--- src/rtl/m3_cmd_pkg.sv ---
// Shared encodings and default 1 MHz timing for the motoro3 button conditioner.
package m3_cmd_pkg;

  typedef enum logic [1:0] {
    ST_IDLE   = 2'd0,
    ST_HOLD   = 2'd1,
    ST_REPEAT = 2'd2
  } rep_state_e;

  typedef enum logic [1:0] {
    KEY_NONE = 2'd0,
    KEY_INC  = 2'd1,
    KEY_DEC  = 2'd2
  } key_e;

  localparam int unsigned DB_CNT_1MHZ  = 10000;
  localparam int unsigned REP_DLY_1MHZ = 500000;
  localparam int unsigned REP_PER_1MHZ = 100000;

  function automatic int unsigned max_u(input int unsigned a, input int unsigned b);
    return (a > b) ? a : b;
  endfunction

endpackage

--- src/rtl/m3_debounce.sv ---
// Synchroniser, debounce counter, stable level and one-cycle press strobe for one button.
module m3_debounce
  import m3_cmd_pkg::*;
#(
  parameter int unsigned DB_CNT  = DB_CNT_1MHZ,
  parameter bit          ACT_LOW = 1'b1
) (
  input  logic clk,
  input  logic rst_n,
  input  logic raw,
  output logic stable,
  output logic press
);

  localparam int unsigned CW = $clog2(DB_CNT);

  logic          norm;
  logic          sync1;
  logic          sync2;
  logic [CW-1:0] cnt;

  // Internal convention: 1 = pressed.
  assign norm = ACT_LOW ? ~raw : raw;

  // Two-flop sync, then count disagreement cycles; flip the stable state at DB_CNT-1.
  always_ff @(posedge clk or negedge rst_n) begin
    if (!rst_n) begin
      sync1  <= 1'b0;
      sync2  <= 1'b0;
      stable <= 1'b0;
      press  <= 1'b0;
      cnt    <= '0;
    end else begin
      sync1 <= norm;
      sync2 <= sync1;
      press <= 1'b0;
      if (sync2 != stable) begin
        if (cnt == CW'(DB_CNT - 1)) begin
          stable <= sync2;
          press  <= sync2;
          cnt    <= '0;
        end else begin
          cnt <= cnt + 1'b1;
        end
      end else begin
        cnt <= '0;
      end
    end
  end

endmodule

--- src/rtl/m3_cmd_cond.sv ---
// Conditions the five motoro3 buttons into command pulses, direction level and auto-repeat INC/DEC.
module m3_cmd_cond
  import m3_cmd_pkg::*;
#(
  parameter int unsigned DB_CNT  = DB_CNT_1MHZ,
  parameter int unsigned REP_DLY = REP_DLY_1MHZ,
  parameter int unsigned REP_PER = REP_PER_1MHZ,
  parameter bit          ACT_LOW = 1'b1
) (
  input  logic clk,
  input  logic nRst,
  input  logic m3startRaw,
  input  logic m3forceStopRaw,
  input  logic m3invRotateRaw,
  input  logic m3freqINCRaw,
  input  logic m3freqDECRaw,
  output logic m3start,
  output logic m3forceStop,
  output logic m3invRotate,
  output logic m3freqINC,
  output logic m3freqDEC
);

  localparam int unsigned TW_RAW = $clog2(max_u(REP_DLY, REP_PER));
  localparam int unsigned TW     = (TW_RAW == 0) ? 1 : TW_RAW;

  logic start_stable, start_press;
  logic fs_stable, fs_press;
  logic inv_stable, inv_press;
  logic inc_stable, inc_press;
  logic dec_stable, dec_press;

  rep_state_e    state, state_n;
  key_e          held, held_n;
  key_e          key_c;
  logic [TW-1:0] timer, timer_n;
  logic          inc_pulse_c, dec_pulse_c;

  // Levels/strobes that have no consumer in this block.
  logic unused_bits;
  assign unused_bits = ^{start_stable, inv_stable, fs_press};

  m3_debounce #(.DB_CNT(DB_CNT), .ACT_LOW(ACT_LOW)) u_db_start (
    .clk(clk), .rst_n(nRst), .raw(m3startRaw), .stable(start_stable), .press(start_press));
  m3_debounce #(.DB_CNT(DB_CNT), .ACT_LOW(ACT_LOW)) u_db_fs (
    .clk(clk), .rst_n(nRst), .raw(m3forceStopRaw), .stable(fs_stable), .press(fs_press));
  m3_debounce #(.DB_CNT(DB_CNT), .ACT_LOW(ACT_LOW)) u_db_inv (
    .clk(clk), .rst_n(nRst), .raw(m3invRotateRaw), .stable(inv_stable), .press(inv_press));
  m3_debounce #(.DB_CNT(DB_CNT), .ACT_LOW(ACT_LOW)) u_db_inc (
    .clk(clk), .rst_n(nRst), .raw(m3freqINCRaw), .stable(inc_stable), .press(inc_press));
  m3_debounce #(.DB_CNT(DB_CNT), .ACT_LOW(ACT_LOW)) u_db_dec (
    .clk(clk), .rst_n(nRst), .raw(m3freqDECRaw), .stable(dec_stable), .press(dec_press));

  // Exactly one of INC/DEC held selects the key; both or neither means none.
  always_comb begin
    key_c = KEY_NONE;
    if (inc_stable && !dec_stable) begin
      key_c = KEY_INC;
    end else if (dec_stable && !inc_stable) begin
      key_c = KEY_DEC;
    end
  end

  // Repeat FSM: initial pulse, long delay, then periodic pulses while the same key stays held.
  always_comb begin
    state_n     = state;
    held_n      = held;
    timer_n     = timer;
    inc_pulse_c = 1'b0;
    dec_pulse_c = 1'b0;
    case (state)
      ST_IDLE: begin
        if (inc_press && key_c == KEY_INC) begin
          inc_pulse_c = 1'b1;
          held_n      = KEY_INC;
          timer_n     = TW'(REP_DLY - 1);
          state_n     = ST_HOLD;
        end else if (dec_press && key_c == KEY_DEC) begin
          dec_pulse_c = 1'b1;
          held_n      = KEY_DEC;
          timer_n     = TW'(REP_DLY - 1);
          state_n     = ST_HOLD;
        end
      end
      ST_HOLD, ST_REPEAT: begin
        if (key_c != held) begin
          held_n  = KEY_NONE;
          timer_n = '0;
          state_n = ST_IDLE;
        end else if (timer == '0) begin
          inc_pulse_c = (held == KEY_INC);
          dec_pulse_c = (held == KEY_DEC);
          timer_n     = TW'(REP_PER - 1);
          state_n     = ST_REPEAT;
        end else begin
          timer_n = timer - 1'b1;
        end
      end
      default: begin
        held_n  = KEY_NONE;
        timer_n = '0;
        state_n = ST_IDLE;
      end
    endcase
  end

  // FSM registers and all registered outputs.
  always_ff @(posedge clk or negedge nRst) begin
    if (!nRst) begin
      state       <= ST_IDLE;
      held        <= KEY_NONE;
      timer       <= '0;
      m3start     <= 1'b0;
      m3forceStop <= 1'b0;
      m3invRotate <= 1'b0;
      m3freqINC   <= 1'b0;
      m3freqDEC   <= 1'b0;
    end else begin
      state       <= state_n;
      held        <= held_n;
      timer       <= timer_n;
      m3start     <= start_press & ~m3forceStop;
      m3forceStop <= fs_stable;
      m3invRotate <= m3invRotate ^ (inv_press & ~m3forceStop);
      m3freqINC   <= inc_pulse_c;
      m3freqDEC   <= dec_pulse_c;
    end
  end

endmodule

--- config.mk ---
export PLATFORM = sky130hd
export DESIGN_NAME = m3_cmd_cond
export DESIGN_NICKNAME = d
export VERILOG_FILES = /design/src/rtl/m3_cmd_pkg.sv /design/src/rtl/m3_debounce.sv /design/src/rtl/m3_cmd_cond.sv
export SDC_FILE = /design/constraint.sdc
export NUM_CORES = 1
export LEC_CHECK = 0
export CAP_MARGIN = 10
export CORE_MARGIN = 2
export CORE_UTILIZATION = 41
export CTS_BUF_LIST = sky130_fd_sc_hd__clkbuf_8 sky130_fd_sc_hd__clkbuf_16
export CTS_CLUSTER_DIAMETER = 150
export CTS_CLUSTER_SIZE = 40
export DETAILED_ROUTE_END_ITERATION = 12
export HOLD_SLACK_MARGIN = 0.02
export PLACE_DENSITY_LB_ADDON = 0.3
export SLEW_MARGIN = 20
export SYNTH_ARGS = -nofsm -noshare
export SYNTH_HDL_FRONTEND = slang
export SYNTH_HIERARCHICAL = 1
export SYNTH_SLANG_ARGS = --single-unit
--- constraint.sdc ---
create_clock -name clk -period 2.4 [get_ports clk]
set_clock_uncertainty 0.2 [all_clocks]
set_input_delay 0.36 -clock clk [delete_from_list [all_inputs] [get_ports clk]]
set_output_delay 0.36 -clock clk [all_outputs]
set_load 0.01 [all_outputs]
# Yosys cells after proc, flatten, opt, wreduce, memory -nomap -nowiden
# Index checks and enable logic that the tools add are counted.
[classes]
n_addsub = 6
n_eq_ne = 20
n_mux = 43
bitwise_logic = 9
n_reduce_logical = 16
[op_table]
columns = ["op", "n"]
rows = [
  ["2-to-1 mux 14 bit", 10],
  ["2-to-1 mux 19 bit", 4],
  ["adder 14 x 1 -> 14 bit, second input constant", 5],
  ["equality test 14 bit, second input constant", 5],
  ["case mux 19 bit (2 select lines)", 1],
  ["logical NOT 19 bit", 1],
  ["subtractor 19 x 1 -> 19 bit, second input constant", 1],
  ["2-to-1 mux 2 bit", 9],
  ["2-to-1 mux 1 bit", 15],
  ["AND reduction 2 bit", 7],
  ["case mux 2 bit (2 select lines)", 2],
  ["equality test 2 x 1 -> 1 bit, second input constant", 3],
  ["equality test 2 bit, second input constant", 3],
  ["!= test 3 bit, second input constant", 2],
  ["NOT 1 bit", 6],
  ["!= test 1 bit", 5],
  ["logical AND 1 bit", 4],
  ["case mux 1 bit (2 select lines)", 2],
  ["bitwise AND 1 bit", 2],
  ["logical NOT 1 bit", 2],
  ["logical NOT 2 bit", 1],
  ["!= test 2 bit", 1],
  ["!= test 2 bit, second input constant", 1],
  ["OR reduction 2 bit", 1],
  ["bitwise XOR 1 bit", 1],
]
[word_totals]
ff_bits = 117
inputBits = 7
out_inout_bits = 5
elab_cells = 126

# Longest topological paths before layout
# Gate-level depths: netlist of the first run.
[depth]
word_depth = 9
ltp_mapped = 8
ltp_nobuf = 7

# By module
# The synthesis of the first run kept the hierarchy.
[by_module_without_submodules]
columns = ["module", "n_inst", "cells_each", "area_per_inst_um2", "seq_area_each_um2"]
rows = [
  ["m3_debounce", 5, 77, 819.5, 450.4],
  ["m3_cmd_cond", 1, 186, 1727.9, 700.7],
]

# Worst setup path before layout of the first run
# OpenSTA, ideal clock, no wires.
[synth_timing]
path_kind = "reg-to-reg"
start = "register timer[0]"
end = "register timer[18]"
setup_ns = 0.124
arrival_time_ns = 1.880
required_time_ns = 2.076
setup_slack_ns = 0.196
path_stages_with_launch = 9
n_path_buf = 1
synth_period_minus_slack_ns = 2.204
path_cell_list = "dfrtp_1 inv_1 ha_1 nor3b_1 and2_1 clkbuf_2 nand3_1 a31o_1 a211o_1"
[synth_via]
elab_chain_cells = 4
word_cells_on_any_way = 5
cone_classes = "add/sub (1); mux (3); reduce/logical (1)"
[synth_lines]
columns = ["item", "line", "text"]
rows = [
  ["start, declared", "m3_cmd_cond.sv:36", "logic [TW-1:0] timer, timer_n;"],
  ["start signal, assigned", "m3_cmd_cond.sv:121", "timer <= timer_n;"],
  ["subtractor 19 x 1 -> 19 bit / logical NOT 19 bit (equally long branches)", "m3_cmd_cond.sv:96, m3_cmd_cond.sv:90", ""],
  ["2-to-1 mux 19 bit *", "m3_cmd_cond.sv:90", "end else if (timer == '0) begin"],
  ["2-to-1 mux 19 bit *", "m3_cmd_cond.sv:86", "if (key_c != held) begin"],
  ["case mux 19 bit (2 select lines) *", "m3_cmd_cond.sv:71", "case (state)"],
]
# Mark *: on every way between the ends. The rest lies on a longest branch, timed or not.
# A chain may end at the register's enable or synchronous reset.

# Worst setup path in the final report of the first run
[layout_timing]
start = "register u_db_inc.stable"
end = "register timer[11]"
[layout_via]
elab_chain_cells = 8
word_cells_on_any_way = 14
cone_classes = "eq/ne (4); mux (5); reduce/logical (5)"
[layout_lines]
columns = ["item", "line", "text"]
rows = [
  ["start, declared", "m3_debounce.sv:11", "output logic stable,"],
  ["start signal, assigned", "m3_debounce.sv:39", "stable <= sync2;"],
  ["logical NOT 1 bit", "m3_cmd_cond.sv:59", "end else if (dec_stable && !inc_stable) begin"],
  ["logical AND 1 bit", "m3_cmd_cond.sv:59", ""],
  ["2-to-1 mux 2 bit", "m3_cmd_cond.sv:59", ""],
  ["2-to-1 mux 2 bit *", "m3_cmd_cond.sv:57", "if (inc_stable && !dec_stable) begin"],
  ["equality test 2 x 1 -> 1 bit", "m3_cmd_cond.sv:73", "if (inc_press && key_c == KEY_INC) begin"],
  ["logical AND 1 bit", "m3_cmd_cond.sv:73", ""],
  ["2-to-1 mux 19 bit", "m3_cmd_cond.sv:73", ""],
  ["case mux 19 bit (2 select lines)", "m3_cmd_cond.sv:71", ""],
]
# Marked as above.

==> flow_summary_export.csv, run 1 <==
group,metric,value,unit
clock_tree,htreeDepth,4,
clock_tree,clk_pin_slew,50,ps
worst_setup_path,worstPathRequired,2520,ps
worst_setup_path,path_common_cell,"a31oi_1",
route,vias,4180,
pwr,vdd_drop_max,0.705,mV
clock_tree,cts_root_buf,"clkbuf_16",
worst_setup_path,max_stage_delay,480,ps
worst_setup_path,endpoint_kind,"flip-flop",
route,drc_errors,0,
grt,grt_pass1_wl,19.8,mm
route,wl_per_cell,14.2,µm
clock_tree,numCtsBuffers,17,
sta,tightest_slew,574,ps
place,pre_cts_ws,64.1,ps
final_layout,final_core_util,48.9,%
route,via_per_inst,5.26,
outcome,status,"finished, final reports clean",
final_layout,antenna_cells,0,
place,dpl_cell_area,6160,µm²
sta,drv_slew,0,
floorplanning,fp.dieW,123,µm
route,dr.pass1.iters,5,
clock_tree,clockBufferDepth,2,
floorplanning,row_count,43,
place,hpwl,7.64,mm
floorplanning,dieHeight,123,µm
pwr,leakage,0.00294,µW
grt,antenna_found_initial,0,
worst_setup_path,crit_chain,"nor4_2 > a31oi_1 > a21bo_2 > or4_1 > a31oi_1",
logic_synthesis,ys_warn_count,6,
sta,setup_viol,0,
worst_setup_path,critical_path_class,"flip-flop to flip-flop",
final_layout,area_growth_syn_to_layout,16.8,%
sta,period_needed,2250,ps
place,io_buffers,11,
worst_setup_path,slowest_stage,"or4_1",
sta,fin_tns_setup,0,ps
logic_synthesis,synthCells,569,
final_layout,fillers,1255,
flow_run,maxCapViolations,0,
grt,grt_max_degree,32,
logic_synthesis,postSynthAreaPerCell,10.2,µm²
worst_setup_path,cp.arrival,2370,ps
route,routed_wl,11.2,mm
floorplanning,start_util,41.9,%
pwr,power_density,682,nW/µm²
sta,hold_slack,147,ps
sta,hold_violations,0,
final_layout,design_area,6760,µm²
floorplanning,dieArea,15100,µm²
worst_hold_path,hp-class,"flip-flop to flip-flop",
worst_setup_path,cp-start-kind,"flip-flop",
logic_synthesis,syn_area,5790,µm²
grt,grt_pass1_vias,4230,
route,first_iter_violations,164,
route,detail-route-antenna-nets,0,
clock_tree,cts_tree,"yes",
final_layout,drive_gt1_share,12.5,%
final_layout,layout.nets,622,
sta,max_slew_margin,61.4,%
sta,setup_slack,152,ps
clock_tree,clk_latency,410,ps
clock_tree,clock_sinks,117,
floorplanning,io_pins,12,
logic_synthesis,synth_nets,590,
grt,track_usage,16.7,%
place,gp_congestion,0.858,
sta,fmax,445,MHz
floorplanning,core,13800,µm²
worst_setup_path,crit_path_max_fanout,12,
grt,grt-ovfl-total,0,
sta,post-route-period-util,93.7,%
sequential cells by signal, summed over array words and instances, names as in the netlist, 2 cells and up:
name / flops
u_db_inc/cnt: 14
u_db_dec/cnt: 14
u_db_inv/cnt: 14
held: 2
u_db_start/cnt: 14
state: 2
u_db_fs/cnt: 14
timer: 19
cell type report:
| cell class | instances | area [µm²] | area share [%] |
|---|---|---|---|
| repair buffers | 27 | 255 | 3.77 |
| well taps | 180 | 225 | 3.33 |
| clock inverters | 13 | 133 | 1.96 |
| flip-flops and latches | 117 | 2930 | 43.3 |
| multi-input cells | 413 | 2680 | 39.6 |
| clock buffers | 19 | 453 | 6.70 |
| inverters | 25 | 93.8 | 1.39 |
final timing paths:
path	slack, ps	cells after the start	end	start
worst min register to register	150	0	u_db_inv/sync2$_DFF_PN0_	u_db_inv/sync1$_DFF_PN0_
worst min-delay path	150	0	u_db_inv/sync2$_DFF_PN0_	u_db_inv/sync1$_DFF_PN0_
max in group asynchronous	1090	3	u_db_fs/cnt[8]$_DFF_PN0_	nRst
worst max-delay path	150	5	timer[11]$_DFFE_PN0P_	u_db_inc/stable$_DFFE_PN0P_
worst max register to register	150	5	timer[11]$_DFFE_PN0P_	u_db_inc/stable$_DFFE_PN0P_
min in group asynchronous	230	2	timer[6]$_DFFE_PN0P_	nRst
report_power, final:
part	leakage, µW	internal, µW	switching (µW)
sequential	0.00160	2000	31.3
clock	0.000292	1580	891
combinational	0.00105	40.2	74.1
metrics by stage:
step | instances | total power, µW
2_1_floorplan | 569 | 2120
3_3_place_gp | 761 | 2180
3_5_place_dp | 761 | 2190
4_1_cts | 794 | 4690
5_1_grt | 794 | 4790
6_report | 794 | 4620
critical path, delay by kind of cell, from the launching register on:
kind	cells	cell delay (ps)
compound gates	3	660
flops	1	470
simple gates	2	830
repair_timing:
item,CTS,global route
buffers inserted,0,0
hold endpoints to repair,27,0
hold buffers,1,0
setup endpoints to repair,0,3
resized for setup,0,3
metal layers:
| metal | GRT usage, % | vias up | routed length [µm] |
|---|---|---|---|
| met5 | 0 | - | 0 |
| met4 | 6.11 | 0 | 143 |
| met3 | 4.65 | 12 | 383 |
| met2 | 26.6 | 56 | 5370 |
| met1 | 21.7 | 2065 | 5340 |
| li1 | - | 2047 | - |
layout by cell type (no fill, tap or decap), types with 3 or more instances in the layout:
cell type and count:
dfrtp_1 117, nor2_1 95, xnor2_1 56, nand2_1 32
nand3_1 31, inv_1 27, nor3_1 25, nand4_1 18
clkbuf_16 17, ha_1 14, buf_4 14, o21ai_0 13
xor2_1 11, clkdlybuf4s50_1 10, a21oi_1 8, a31oi_1 7
nor2b_1 6, or4_4 6, and3_1 6, nor3b_1 6
a221o_1 5, or4b_1 5, or3_1 5, nand2_2 5
nor4_1 5, mux2_4 5, nor4_2 4, a22o_1 3
clkinv_2 3
(Power assumes the default switching activity.)
==> inputs of run 2 (changes only) <==
--- a/config.mk
+++ b/config.mk
@@ -19,3 +19,4 @@
 export SYNTH_HDL_FRONTEND = slang
 export SYNTH_HIERARCHICAL = 1
 export SYNTH_SLANG_ARGS = --single-unit
+export TNS_END_PERCENT = 50
==> results of run 2 <==
The final DEF is identical to that of run 1; final timing and power are the same.
==> inputs of run 3 (changes only) <==
--- a/config.mk
+++ b/config.mk
@@ -6,7 +6,6 @@
 export NUM_CORES = 1
 export LEC_CHECK = 0
 export CAP_MARGIN = 10
-export CORE_MARGIN = 2
 export CORE_UTILIZATION = 41
 export CTS_BUF_LIST = sky130_fd_sc_hd__clkbuf_8 sky130_fd_sc_hd__clkbuf_16
 export CTS_CLUSTER_DIAMETER = 150
==> flow_summary_export.csv, run 3 (same netlist as run 1, synthesis figures left out) <==
group,metric,value,unit
sta,hold_violations,0,
clock_tree,clk_latency,410,ps
worst_hold_path,hp-class,"flip-flop to flip-flop",
floorplanning,row_count,43,
floorplanning,dieHeight,121,µm
route,wl_met2,5.14,mm
route,top_layer_used,"met4",
sta,max_slew_margin,63.9,%
pwr,power_frac_seq,43.9,%
sta,setup_slack,139,ps
route,via_per_inst,5.21,
sta,drv_slew,0,
worst_setup_path,max_stage_delay,490,ps
clock_tree,htreeDepth,4,
place,dp_cells,761,
worst_setup_path,critical_path_class,"flip-flop to flip-flop",
route,routed_wl,11.0,mm
pwr,internal_power,3650,µW
route,vias,4137,
sta,post-route-period-util,94.2,%
worst_setup_path,slowest_stage,"or4_1",
sta,setup_viol,0,
route,dr.pass1.iters,5,
place,pre_cts_ws,82.6,ps
final_layout,drive_gt1_share,12.7,%
outcome,status,"finished, final reports clean",
final_layout,final_cell_mix,"dfrtp_1, nor2_1, xnor2_1",
place,io_buffers,11,
final_layout,layout.nets,622,
sta,tightest_slew,540,ps
floorplanning,io_pins,12,
clock_tree,numCtsBuffers,17,
pwr,power_density,684,nW/µm²
final_layout,fin_cells,794,
pwr,pwr-share-comb,2.4,%
floorplanning,core,13800,µm²
floorplanning,dieArea,14600,µm²
final_layout,final_core_util,48.9,%
clock_tree,clockBufferDepth,2,
worst_setup_path,worstPathRequired,2520,ps
pwr,vdd_drop_max,0.425,mV
clock_tree,clock_sinks,117,
grt,antenna_found_initial,0,
pwr,p_sw,982,µW
worst_setup_path,ff2ff_path_depth,5,
final_layout,area_growth_syn_to_layout,16.8,%
grt,grt_max_degree,66,
worst_setup_path,cp_num_buf_inv,0,
pwr,leakage,0.00294,µW
worst_setup_path,endpoint_kind,"flip-flop",
route,met3_length,331,µm
worst_setup_path,rrSetupSlack,140,ps
final_layout,antenna_cells,0,
pwr,switching_share,21.2,%
route,drc_errors,0,
place,hpwl,7.44,mm
final_layout,regMostFlops,"timer",
grt,track_usage,16.6,%
route,detail-route-antenna-nets,0,
sta,period_needed,2260,ps
pwr,clkPwrFrac,53.7,%
worst_setup_path,crit_chain,"nor4_1 > a31oi_1 > a21bo_2 > or4_1 > a31oi_1",
worst_setup_path,crit_path_max_fanout,12,
final_layout,largest_reg_flops,19,
floorplanning,start_util,41.9,%
clock_tree,cts_tree,"yes",
flow_run,maxCapViolations,0,
final_layout,layout_commonest_cell,"dfrtp_1",
worst_setup_path,cp.arrival,2380,ps
sta,fin_tns_setup,0,ps
clock_tree,clk_pin_slew,50,ps
worst_setup_path,cp-start-kind,"flip-flop",
sta,rsz0062_at_grt,"false",
route,first_iter_violations,263,
place,gp_congestion,0.848,
worst_setup_path,crit_family,"simple AND/OR/NAND/NOR gates",
floorplanning,fp.dieW,121,µm
worst_hold_path,hold_depth,0,
grt,grt_pass1_wl,18.9,mm
worst_setup_path,cp.depth,5,
worst_setup_path,path_common_cell,"a31oi_1",
sta,hold_slack,146,ps
grt,grt_pass1_vias,4060,
route,wl_per_cell,13.8,µm
grt,grt-ovfl-total,0,
sta,fmax,442,MHz
clock_tree,cts_root_buf,"clkbuf_16",
route,wirelength_met1,5.29,mm
## run 3: what timing repair did
| action | CTS | global route |
|---|---|---|
| hold buffers | 1 | 0 |
| hold endpoints to repair | 23 | 0 |
| endpoints found under the setup margin | 0 | 4 |
| resized for setup | 0 | 2 |
| buffers inserted | 0 | 0 |
## run 3: worst reg2reg max path: cells and delay by family, from the launching register on
| family | cells | cell delay [ps] |
|---|---|---|
| compound gates | 3 | 680 |
| flops | 1 | 470 |
| simple gates | 2 | 830 |
## run 3: cell type report
class	count	area, µm²
well taps	180	225
repair buffers	27	255
clock buffers	20	467
clock inverters	12	128
flip-flops and latches	117	2930
multi-input cells	413	2670
fillers	1251	7060
inverters	25	93.8
## run 3: power groups by stage
stage          clock network, µW  logic, µW  registers (µW)
2_1_floorplan                  0       56.4            2060
6_report                    2490        111            2030
3_3_place_gp                   0        112            2070
3_5_place_dp                   0        115            2070
4_1_cts                     2550        117            2030
5_1_grt                     2630        130            2040
## run 3: routing by layer
layer | global-route usage (%) | up-vias
li1 | - | 2048
met1 | 21.5 | 2004
met2 | 25.3 | 65
met3 | 4.37 | 20
met4 | 9.34 | 0
met5 | 0 | -
## run 3: per-stage QoR
stage	power (µW)	instance area [µm²]
floorplan	2120	5790
global placement	2180	6160
detailed placement	2180	6160
CTS	4700	6760
global route	4800	6770
finish	4630	6770
## run 3: final timing paths
path,from,endpoint
max,u_db_dec/stable$_DFFE_PN0P_,timer[11]$_DFFE_PN0P_
min,u_db_fs/sync1$_DFF_PN0_,u_db_fs/sync2$_DFF_PN0_
max reg2reg,u_db_dec/stable$_DFFE_PN0P_,timer[11]$_DFFE_PN0P_
min reg2reg,u_db_fs/sync1$_DFF_PN0_,u_db_fs/sync2$_DFF_PN0_
max in group asynchronous,nRst,u_db_inc/cnt[3]$_DFF_PN0_
min in group asynchronous,nRst,timer[3]$_DFFE_PN0P_
